[src/rtl/serial_full_subtractor.sv]
// rtl/serial_full_subtractor.sv - bit-serial a - b - bin, LSB first, start/busy/done handshake
module serial_full_subtractor #(
   parameter int WIDTH = 8
) (
   input  logic             clk,
   input  logic             rst,
   input  logic             start,
   input  logic [WIDTH-1:0] a,
   input  logic [WIDTH-1:0] b,
   input  logic             bin,
   output logic             busy,
   output logic             done,
   output logic [WIDTH-1:0] diff,
   output logic             bout
);

   localparam int CW = (WIDTH > 1) ? $clog2(WIDTH) : 1;

   typedef enum logic [1:0] {
      IDLE = 2'd0,
      RUN  = 2'd1,
      DONE = 2'd2
   } state_t;

   state_t           r_state;
   state_t           w_state_nxt;
   logic [WIDTH-1:0] r_a;
   logic [WIDTH-1:0] r_b;
   logic [WIDTH-1:0] r_res;
   logic [WIDTH-1:0] r_diff;
   logic             r_bout;
   logic             r_br;
   logic [CW-1:0]    r_cnt;

   logic             w_accept;
   logic             w_last;
   logic             w_d;
   logic             w_br_nxt;
   logic [WIDTH-1:0] w_res_nxt;

   // Single full-subtractor cell fed from the operand shift registers
   assign w_d       = r_a[0] ^ r_b[0] ^ r_br;
   assign w_br_nxt  = (~r_a[0] & r_b[0]) | (~(r_a[0] ^ r_b[0]) & r_br);
   assign w_res_nxt = {w_d, r_res[WIDTH-1:1]};
   assign w_last    = (r_state == RUN) && (r_cnt == CW'(WIDTH - 1));
   assign w_accept  = start && (r_state != RUN);

   always_comb begin
      w_state_nxt = r_state;
      case (r_state)
         IDLE:    if (start) w_state_nxt = RUN;
         RUN:     if (w_last) w_state_nxt = DONE;
         DONE:    w_state_nxt = start ? RUN : IDLE;
         default: w_state_nxt = IDLE;
      endcase
   end

   always_ff @(posedge clk) begin
      if (rst) begin
         r_state <= IDLE;
         r_a     <= '0;
         r_b     <= '0;
         r_res   <= '0;
         r_br    <= 1'b0;
         r_cnt   <= '0;
         r_diff  <= '0;
         r_bout  <= 1'b0;
      end else begin
         r_state <= w_state_nxt;
         if (w_accept) begin
            r_a   <= a;
            r_b   <= b;
            r_br  <= bin;
            r_cnt <= '0;
         end else if (r_state == RUN) begin
            r_a   <= r_a >> 1;
            r_b   <= r_b >> 1;
            r_res <= w_res_nxt;
            r_br  <= w_br_nxt;
            r_cnt <= r_cnt + 1'b1;
            // Outputs only move on completion so they stay stable through RUN
            if (w_last) begin
               r_diff <= w_res_nxt;
               r_bout <= w_br_nxt;
            end
         end
      end
   end

   assign busy = (r_state == RUN);
   assign done = (r_state == DONE);
   assign diff = r_diff;
   assign bout = r_bout;

endmodule

[config.mk]
export PLATFORM = sky130hd
export DESIGN_NAME = serial_full_subtractor
export DESIGN_NICKNAME = d
export VERILOG_FILES = /design/src/rtl/serial_full_subtractor.sv
export SDC_FILE = /design/constraint.sdc
export NUM_CORES = 1
export LEC_CHECK = 0
export BUFFER_PORTS_ARGS = -buffer_cell sky130_fd_sc_hd__buf_2
export CAP_MARGIN = 10
export CORE_UTILIZATION = 30
export DETAILED_ROUTE_END_ITERATION = 10
export SETUP_SLACK_MARGIN = 0.4
export SYNTH_ARGS = -nofsm -noshare
export SYNTH_HDL_FRONTEND = slang
export SYNTH_SLANG_ARGS = --single-unit
[constraint.sdc]
create_clock -name clk -period 3.2 [get_ports clk]
set_input_delay 0.16 -clock clk [delete_from_list [all_inputs] [get_ports clk]]
set_output_delay 0.16 -clock clk [all_outputs]
set_load 0.03 [all_outputs]
# After elaboration in Yosys (flattened, before gate mapping)
# Index checks and enable logic that the tools add are counted.
word_totals:
  register_bits: 39
  inputBits: 20
  output_inout_bits: 11
  elab_cells: 41
op_classes:
  n_addsub: 1
  eq_ne: 6
  n_mux: 10
  n_bitwise: 8
  reduce_logical: 8
op_table:
  columns: ["cell", "n"]
  rows:
  - ["2-to-1 mux 8 bit", 4]
  - ["case mux 2 bit (3 select lines)", 1]
  - ["2-to-1 mux 2 bit", 2]
  - ["inequality test 2 x 1 -> 1 bit (second input constant)", 2]
  - ["AND reduction 2 bit", 2]
  - ["adder 3 x 1 -> 3 bit (second input constant)", 1]
  - ["equality test 3 bit (second input constant)", 1]
  - ["2-to-1 mux 1 bit", 3]
  - ["NOT 1 bit", 3]
  - ["AND reduction 3 bit", 1]
  - ["AND 1 bit", 2]
  - ["equality test 2 x 1 -> 1 bit (second input constant)", 1]
  - ["equality test 2 bit (second input constant)", 1]
  - ["logical AND 1 bit", 2]
  - ["zero test 2 bit", 1]
  - ["inequality test 2 bit (second input constant)", 1]
  - ["nonzero test 2 bit", 1]
  - ["OR reduction 2 bit", 1]
  - ["bitwise XOR 1 bit", 2]
  - ["OR 1 bit", 1]

# Depth between registers and ports, before layout
# Gate-level depths: netlist (run 1).
logic_depth:
  word_depth: 6
  ltp_mapped: 6
  ltp_nobuf: 5

# Least setup slack after synthesis (run 1)
# OpenSTA, ideal clock, no wires.
synth_timing:
  path_type: "register to register"
  startpoint: "reg r_cnt[0]"
  endpoint: "reg r_bout, in the netlist bout"
  setup_time_ns: 0.086
  t_arrival_ns: 1.182
  t_required_ns: 3.114
  slack_ns: 1.933
  path_stages_with_launch: 6
  path_buffers: 1
  synth_period_minus_slack_ns: 1.267
  path_cell_list: "dfxtp_1 -> ha_1 -> ha_1 -> and3b_1 -> buf_2 -> a211oi_1"
synth_between:
  elab_chain_len: 3
synth_lines:
  columns: ["item", "line", "rtl"]
  rows:
  - ["start, declared", "33", "logic [CW-1:0] r_cnt;"]
  - ["start signal, assigned", "80", "r_cnt <= r_cnt + 1'b1;"]
  - ["equality test 3 bit", "45", "assign w_last = (r_state == RUN) && (r_cnt == CW'(WIDTH - 1));"]
  - ["logical AND 1 bit", "45", null]
  - ["AND reduction 3 bit (no source line)", null, null]
  - ["end signal, assigned", "84", "r_bout <= w_br_nxt;"]
  - ["end, declared", "31", "logic r_bout;"]
# Every way passes these cells.
# A chain may end at the register's enable or synchronous reset.

# Worst setup path in the final report (run 1)
layout_timing:
  startpoint: "reg r_state[0]"
  endpoint: "out busy"
layout_between:
  elab_chain_len: 1
layout_lines:
  columns: ["item", "line", "rtl"]
  rows:
  - ["start, declared", "25", "state_t r_state;"]
  - ["start signal, assigned", "69", "r_state <= w_state_nxt;"]
  - ["equality test 2 x 1 -> 1 bit", "90", "assign busy = (r_state == RUN);"]
  - ["end, declared", "11", "output logic busy,"]
# Every way passes these cells.

==> results of run 1 <==
metal layers:
| layer | vias up | GRT usage (%) | routed length, µm | share of wire [%] |
|---|---|---|---|---|
| met5 | - | 0 | 0 | 0 |
| met4 | 0 | 5.77 | 57 | 1.9 |
| met3 | 5 | 4.12 | 90 | 3.0 |
| met2 | 17 | 18.3 | 1340 | 44 |
| met1 | 534 | 17.0 | 1540 | 51 |
| li1 | 631 | - | - | - |
final cells by class:
cell class / instances / area, µm² / area share (%)
Multi-Input combinational cell: 115 / 694 / 38.5
Clock inverter: 1 / 5.00 / 0.278
Tap cell: 67 / 83.8 / 4.65
Sequential cell: 38 / 761 / 42.2
Inverter: 4 / 15.0 / 0.833
Timing Repair Buffer: 31 / 158 / 8.74
Clock buffer: 7 / 86.3 / 4.79
cell usage in the layout, fill, tap and decap left out, drive strengths merged:
cell type,netlist,routed
dfxtp,38,38
nand2,33,33
buf,12,31
a21oi,18,18
nor2,17,17
mux2i,16,16
a211oi,15,15
clkbuf,1,7
nand3b,4,4
inv,4,4
nand2b,2,2
nor3,2,2
ha,2,2
nor2b,1,1
and3b,1,1
o21a,1,1
a221oi,1,1
a2bb2oi,1,1
fa,1,1
clkinv,0,1
logic make-up (layout without fill, tap and decap cells):
family / Yosys count / in the layout / synth area share [%]
and+or+nand+nor: 60 / 60 / 16.5
adders and majority gates: 3 / 3 / 2.91
buffers and inverters: 17 / 43 / 5.83
DFF: 38 / 38 / 49.2
muxes: 16 / 16 / 10.4
AOI/OAI and AO/OA: 36 / 36 / 15.1
state kept, by name, summed over array words and instances (netlist names):
signal,cells
r_b,8
r_cnt,3
r_a,8
bout,1
r_br,1
diff,8
r_res,7
r_state,2
worst max-delay path, cell delays in order, from the launching register on:
cell and delay (ns):
dfxtp_1 0.39, nand2b_1 0.39, inv_2 0.39, buf_2 0.26
how the worst max path moves through the flow:
stage / startpoint / endpoint / slack, ns
5_1_grt: r_state[0] / busy / 1.16
3_5_place_dp: r_state[1] / r_b[1] / 1.55
6_report: r_state[0] / busy / 1.31
3_3_place_gp: r_state[1] / r_state[0] / 1.60
4_1_cts: r_state[0] / busy / 1.31
2_1_floorplan: r_cnt[0] / bout / 1.93
stage by stage:
step	hold WS, ns	instances
global placement	0.437	255
CTS	0.134	263
global route	0.154	263
finish	0.142	263
floorplan	0.321	170
detailed placement	0.442	255
power groups by stage:
| stage | clock (mW) | sequential, mW | combinational, mW |
|---|---|---|---|
| global placement | 0 | 0.522 | 0.0975 |
| detailed placement | 0 | 0.522 | 0.0985 |
| CTS | 0.350 | 0.511 | 0.0993 |
| finish | 0.334 | 0.511 | 0.0978 |
| global route | 0.367 | 0.514 | 0.111 |
| floorplan | 0 | 0.517 | 0.0804 |
synth_stat cells (all sizes together):
cell type	n
nand3b	4
o21a	1
nand2b	2
dfxtp	38
and3b	1
mux2i	16
a211oi	15
ha	2
nor3	2
a2bb2oi	1
nor2b	1
a221oi	1
nand2	33
fa	1
a21oi	18
clkbuf	1
buf	12
nor2	17
inv	4
==> run_results.csv, run 1 <==
group,metric,value,unit
die,start_util,31.9,%
finish,fillers,529,
placed_design,gp_congestion,0.664,
worst_setup_path,worstPathMaxFanout,18,
finish,area_growth,16.7,%
clock_network,cts_setup_buffers,0,
pwr,power_frac_comb,10.4,%
pwr,p_leak,0.758,nW
worst_hold_path,hp-start,"bin",
logic_synthesis,ys_ff_latch,38,
logic_synthesis,yosys.area.top_type,"dfxtp_1",
clock_network,clock_sinks,38,
worst_setup_path,cp-start-kind,"register",
clock_network,cts.htree.levels,2,
clock_network,clock-root-buffer,"clkbuf_8",
sta,setup_tns,0,ns
die,dieArea,0.00544,mm²
global_route,grt_max_degree,39,
worst_setup_path,end_kind,"output port",
logic_synthesis,ys_warn_count,0,
logic_synthesis,syn-num-nets,193,
logic_synthesis,synth_top_area_share,49.2,%
finish,finish.utilization,37.2,%
pwr,power_frac_seq,54.2,%
sta,setup_violations,0,
clock_network,clockBufferDepth,2,
logic_synthesis,synth_area_per_cell,9.09,µm²
routing,drt_iter0_drc,54,
logic_synthesis,syn_area,0.00155,mm²
clock_network,cts_buffers,5,
routing,route.detailed.drc,0,
worst_setup_path,required,3.04,ns
pwr,power_frac_clock,35.5,%
sta,period_share,59.1,%
pwr,p_sw_share,24.5,%
global_route,track_usage,12.7,%
routing,routed_wirelength,3030,µm
logic_synthesis,yosysUniqueCellTypes,23,
status,status,"finished, final reports clean",
die,die_w,73.8,µm
logic_synthesis,seq_area_frac_synth,49.2,%
pwr,power.total,0.943,mW
sta,fin_crit,1.89,ns
pwr,power_density,523,mW/mm²
routing,wl_per_cell,11.5,µm
finish,final_layout_size_suffix_gt1_share,20.4,%
worst_hold_path,min_path_cells,3,
die,die_h,73.8,µm
routing,via_count,1187,
worst_setup_path,ff2ff_path_depth,4,
die,io-pin-count,31,
worst_setup_path,cp.arrival,1.73,ns
pwr,cell_internal_pwr,0.712,mW
sta,rsz0062_at_grt,"false",
pwr,ir_drop,0.000211,V
placed_design,placed_area,0.00171,mm²
worst_setup_path,rr_endpoint,"r_b[1]",
sta,fin_skew,0.00800,ns
routing,ant_nets,0,
worst_setup_path,r2r_setup_slack,1.54,ns
pwr,p_switching,0.231,mW
logic_synthesis,syn-instance-count,170,
clock_network,clock_latency,0.29,ns
global_route,grt_pass1_vias,1086,
sta,drv_slew,0,
sta,fmax,0.529,GHz
routing,first_pass_iters,4,
worst_setup_path,crit_type,"reg -> out",
clock_network,cts_tree,"built",
clock_network,cts.clk_slew.worst_paths,0.07,ns
global_route,antenna_found_initial,0,
sta,finalWorstSetupSlack,1.31,ns
finish,final_nets,218,
worst_hold_path,hold_end,"r_br",
routing,vias_per_cell,4.51,
global_route,grt_overflow,0,
sta,hold_viol,0,
finish,final_cell_area,0.00180,mm²
placed_design,pre_cts_ws,1.55,ns
worst_hold_path,hp-class,"in -> reg",
logic_synthesis,yosys-top-cells-area,"dfxtp_1, mux2i_1, nand2_1",
die,core,0.00485,mm²
finish,antenna_cells,0,
worst_setup_path,r2r_start,"r_state[1]",
placed_design,dp_hpwl,1950,µm
global_route,grt_pass1_wl,5070,µm
die,num_rows,25,
placed_design,io_buffers,30,
clock_network,cts_hold_buf,0,
sta,worst_pin_slew,0.691,ns
sta,slew_headroom,53.9,%
clock_network,post_cts_resized,0,
flow_run,drv_cap,0,
(Power assumes the default switching activity.)
==> inputs of run 2 (changes only) <==
clock period = 1.9 ns   (was 3.2 ns; I/O delays follow)
==> run_results.csv, run 2 (same netlist as run 1, synthesis figures left out) <==
group,metric,value,unit
worst_setup_path,end_kind,"output port",
sta,fin_skew,0.00270,ns
die,core,0.00485,mm²
status,status,"finished, final reports clean",
clock_network,clockBufferDepth,2,
sta,period_share,74.3,%
worst_setup_path,cp.arrival,1.32,ns
worst_hold_path,hp-start,"bin",
die,num_rows,25,
finish,multiInputGateArea,698,µm²
die,io-pin-count,31,
worst_setup_path,rr_endpoint,"r_b[2]",
finish,layout_commonest_cell,"dfxtp_1",
routing,drt_iter0_drc,78,
finish,final_nets,220,
sta,hold_viol,0,
clock_network,cts_hold_buf,0,
placed_design,dp_hpwl,2010,µm
finish,antenna_cells,0,
finish,final_layout_size_suffix_gt1_share,21.3,%
clock_network,cts_tree,"built",
finish,area_growth,17.2,%
finish,fillers,503,
routing,route.detailed.drc,0,
flow_run,drv_cap,0,
clock_network,clock_sinks,38,
routing,via_count,1228,
pwr,power_density,852,mW/mm²
finish,final_cell_mix,"dfxtp_1, nand2_1, buf_2",
die,die_h,73.8,µm
pwr,ir_drop,0.000265,V
global_route,antenna_found_initial,0,
worst_setup_path,worstPathMaxFanout,14,
sta,worst_pin_slew,0.708,ns
worst_setup_path,crit_type,"reg -> out",
global_route,grt_overflow,0,
pwr,p_leak,0.756,nW
die,dieArea,0.00544,mm²
clock_network,cts.clk_slew.worst_paths,0.07,ns
worst_setup_path,r2r_start,"r_state[1]",
worst_setup_path,required,1.80,ns
die,die_w,73.8,µm
finish,seqCellArea,761,µm²
clock_network,clock_latency,0.28,ns
sta,drv_slew,0,
worst_setup_path,r2r_setup_slack,0.57,ns
sta,setup_violations,0,
worst_hold_path,min_path_cells,3,
placed_design,placed_area,0.00172,mm²
routing,routed_wirelength,3080,µm
die,start_util,31.9,%
global_route,grt_max_degree,39,
sta,fmax,0.708,GHz
routing,ant_nets,0,
clock_network,cts.htree.levels,2,
placed_design,io_buffers,30,
worst_setup_path,cp-start-kind,"register",
sta,fin_crit,1.41,ns
routing,vias_per_cell,4.65,
worst_hold_path,hp-class,"in -> reg",
worst_setup_path,ff2ff_path_depth,4,
global_route,track_usage,12.8,%
worst_hold_path,hold_end,"r_br",
global_route,grt_pass1_wl,5130,µm
finish,final_cell_area,0.00181,mm²
sta,rsz0062_at_grt,"false",
routing,first_pass_iters,4,
sta,setup_tns,0,ns
clock_network,clock-root-buffer,"clkbuf_8",
global_route,grt_pass1_vias,1058,
placed_design,gp_congestion,0.650,
clock_network,cts_buffers,5,
sta,slew_headroom,52.8,%
routing,wl_per_cell,11.7,µm
[run 2: report_power, final]
| part | total [mW] | switching [mW] | internal [mW] |
|---|---|---|---|
| Clock | 0.509 | 0.256 | 0.252 |
| Sequential | 0.860 | 0.0234 | 0.837 |
| Combinational | 0.175 | 0.100 | 0.0746 |
| Total | 1.54 | 0.380 | 1.16 |
[run 2: repair_timing]
item,in CTS,in global routing
buffers inserted,0,1
gates resized for setup,2,2
setup endpoints to repair,1,10
[run 2: per-stage QoR]
step	util [%]	total power, mW	std cells	setup slack (ns)	hold slack, ns
after floorplan	-	1.01	170	0.633	0.256
after global placement	35.5	1.05	256	0.462	0.374
after detailed placement	35.5	1.05	256	0.474	0.382
after CTS	37.1	1.57	263	0.441	0.0746
after global routing	37.4	1.62	264	0.418	0.0938
final	37.4	1.54	264	0.489	0.0799
[run 2: area by class of cell]
class	count	area share, %
multi-input combinational	115	38.5
inverter	4	1.10
clock buffer	7	4.21
tap	67	4.63
timing repair buffer	33	9.53
sequential	38	42.0
[run 2: critical path, cell delays in order (launching register included)]
cell and delay [ns]:
dfxtp_1 0.32, nand2b_2 0.31, inv_6 0.18, buf_2 0.22
[run 2: worst max path at each step]
stage | depth (start not counted) | end | slack [ns] | startpoint
floorplan | 5 | bout | 0.63 | r_cnt[0]
global placement | 4 | r_b[1] | 0.46 | r_state[1]
detailed placement | 4 | r_b[1] | 0.47 | r_state[1]
CTS | 3 | busy | 0.44 | r_state[1]
global route | 3 | busy | 0.42 | r_state[0]
finish | 3 | busy | 0.49 | r_state[1]
[run 2: layer usage]
layer  track usage, %  up-vias  routed length [µm]
met5                0        -                   0
met4             5.77        0                  51
met3             3.98        7                 128
met2             18.6       28                1390
met1             17.2      564                1500
li1                 -      629                   -
==> inputs of run 3 (changes only) <==
clock period = 1.2 ns   (was 1.9 ns; I/O delays follow)
==> run_results.csv, run 3 (same netlist as run 1, synthesis figures left out) <==
group,metric,value,unit
clock_network,cts.clk_slew.worst_paths,0.08,ns
routing,via_count,1398,
finish,multiInputGateArea,957,µm²
clock_network,clock_latency,0.28,ns
global_route,antenna_found_initial,0,
status,violations,"setup timing",
finish,layout_commonest_cell,"buf_6",
worst_setup_path,required,1.41,ns
pwr,p_switching,0.734,mW
placed_design,dp_hpwl,2210,µm
clock_network,clock-root-buffer,"clkbuf_8",
flow_run,drv_cap,0,
placed_design,place_inst,264,
clock_network,clockBufferDepth,2,
finish,area_growth,63.1,%
global_route,grt_max_degree,19,
sta,rsz0062_at_grt,"true",
global_route,grt_pass1_wl,6180,µm
pwr,power_frac_clock,32.2,%
sta,slew_headroom,71.8,%
pwr,p_leak,1.02,nW
die,num_rows,25,
worst_setup_path,cp.arrival,1.47,ns
clock_network,cts_buffers,5,
pwr,p_sw_share,26.2,%
die,die_w,73.8,µm
clock_network,cts.htree.levels,2,
global_route,grt_pass1_vias,1336,
pwr,ir_drop,0.000739,V
routing,vias_per_cell,4.74,
finish,fillers,426,
placed_design,gp_congestion,0.696,
placed_design,pre_cts_ws,-0.108,ns
worst_setup_path,crit_type,"reg -> reg",
pwr,power.total,2.80,mW
die,die_h,73.8,µm
die,dieArea,0.00544,mm²
routing,first_pass_iters,5,
sta,fmax,0.794,GHz
routing,route.detailed.drc,0,
die,io-pin-count,31,
finish,antenna_cells,0,
worst_hold_path,hp-class,"in -> reg",
die,start_util,31.9,%
finish,finalNonFillerCells,295,
worst_setup_path,end_kind,"register",
pwr,power_density,1110,mW/mm²
sta,worst_pin_slew,0.422,ns
finish,final_cell_mix,"buf_6, dfxtp_1, buf_2",
pwr,power_frac_comb,18.5,%
sta,fin_crit,1.26,ns
clock_network,cts_hold_buf,0,
sta,hold_viol,0,
routing,ant_nets,0,
routing,routed_wirelength,3790,µm
sta,drv_slew,0,
sta,fin_skew,0.00684,ns
sta,finalWorstSetupSlack,-0.0591,ns
worst_setup_path,worstPathMaxFanout,5,
clock_network,cts_tree,"built",
pwr,cell_internal_pwr,2.07,mW
sta,setup_violations,2,
finish,seqCellArea,783,µm²
sta,setup_tns,-0.0607,ns
clock_network,clock_sinks,38,
sta,hold_ws,0.0320,ns
routing,drt_iter0_drc,27,
status,status,"finished, violations left",
finish,final_layout_size_suffix_gt1_share,63.2,%
worst_setup_path,cp-start-kind,"register",
placed_design,io_buffers,30,
pwr,power_frac_seq,49.3,%
routing,wl_per_cell,12.8,µm
sta,period_share,105,%
global_route,track_usage,14.9,%
finish,final_nets,250,
global_route,grt_overflow,0,
die,core,0.00485,mm²
[run 3: timing repair]
item                                    in CTS  in global routing
pin swaps                                   13                 11
buffers inserted                            15                  3
endpoints found under the setup margin      49                 49
gates cloned                                 5                  0
gates resized for setup                     65                 33
[run 3: critical path, cell delays in order (launching register included)]
cell and delay (ns):
dfxtp_2 0.34, ha_4 0.16, ha_4 0.16, nand3b_1 0.14, buf_6 0.15, nand2_2 0.07
a21oi_2 0.17
[run 3: power by group through the flow]
stage / Sequential (mW) / Combinational [mW] / Clock [mW]
5_1_grt: 1.39 / 0.562 / 0.969
4_1_cts: 1.38 / 0.480 / 0.926
6_report: 1.38 / 0.520 / 0.902
3_5_place_dp: 1.40 / 0.338 / 0
3_3_place_gp: 1.40 / 0.337 / 0
2_1_floorplan: 1.39 / 0.260 / 0
[run 3: cell type report]
cell class	count	share of cell area, %
multi-input cells	117	38.0
clock buffers	7	3.43
flip-flops and latches	38	31.1
repair buffers	61	23.1
inverters	4	0.894
well taps	67	3.33
clock inverters	1	0.199
[run 3: final timing paths]
check,to,cells past startpoint,from,slack (ns)
worst min register to register,diff[3],2,diff[3],0.46
worst max-delay path,diff[4],6,r_cnt[0],-0.06
worst min-delay path,r_br,3,bin,0.03
worst max register to register,diff[4],6,r_cnt[0],-0.06
[run 3: per-stage QoR]
step	area [µm²]	util, %
2_1_floorplan	1680	-
3_3_place_gp	1900	39.1
3_5_place_dp	1900	39.1
4_1_cts	2380	49.1
5_1_grt	2520	52.0
6_report	2520	52.0
[run 3: per-layer routing]
| metal | share of wire (%) | global-route usage [%] | wire length, µm | vias up |
|---|---|---|---|---|
| met5 | 0 | 0 | 0 | - |
| met4 | 1.7 | 3.21 | 66 | 0 |
| met3 | 4.4 | 4.66 | 168 | 7 |
| met2 | 50 | 24.6 | 1900 | 30 |
| met1 | 44 | 18.9 | 1650 | 663 |
| li1 | - | - | - | 698 |
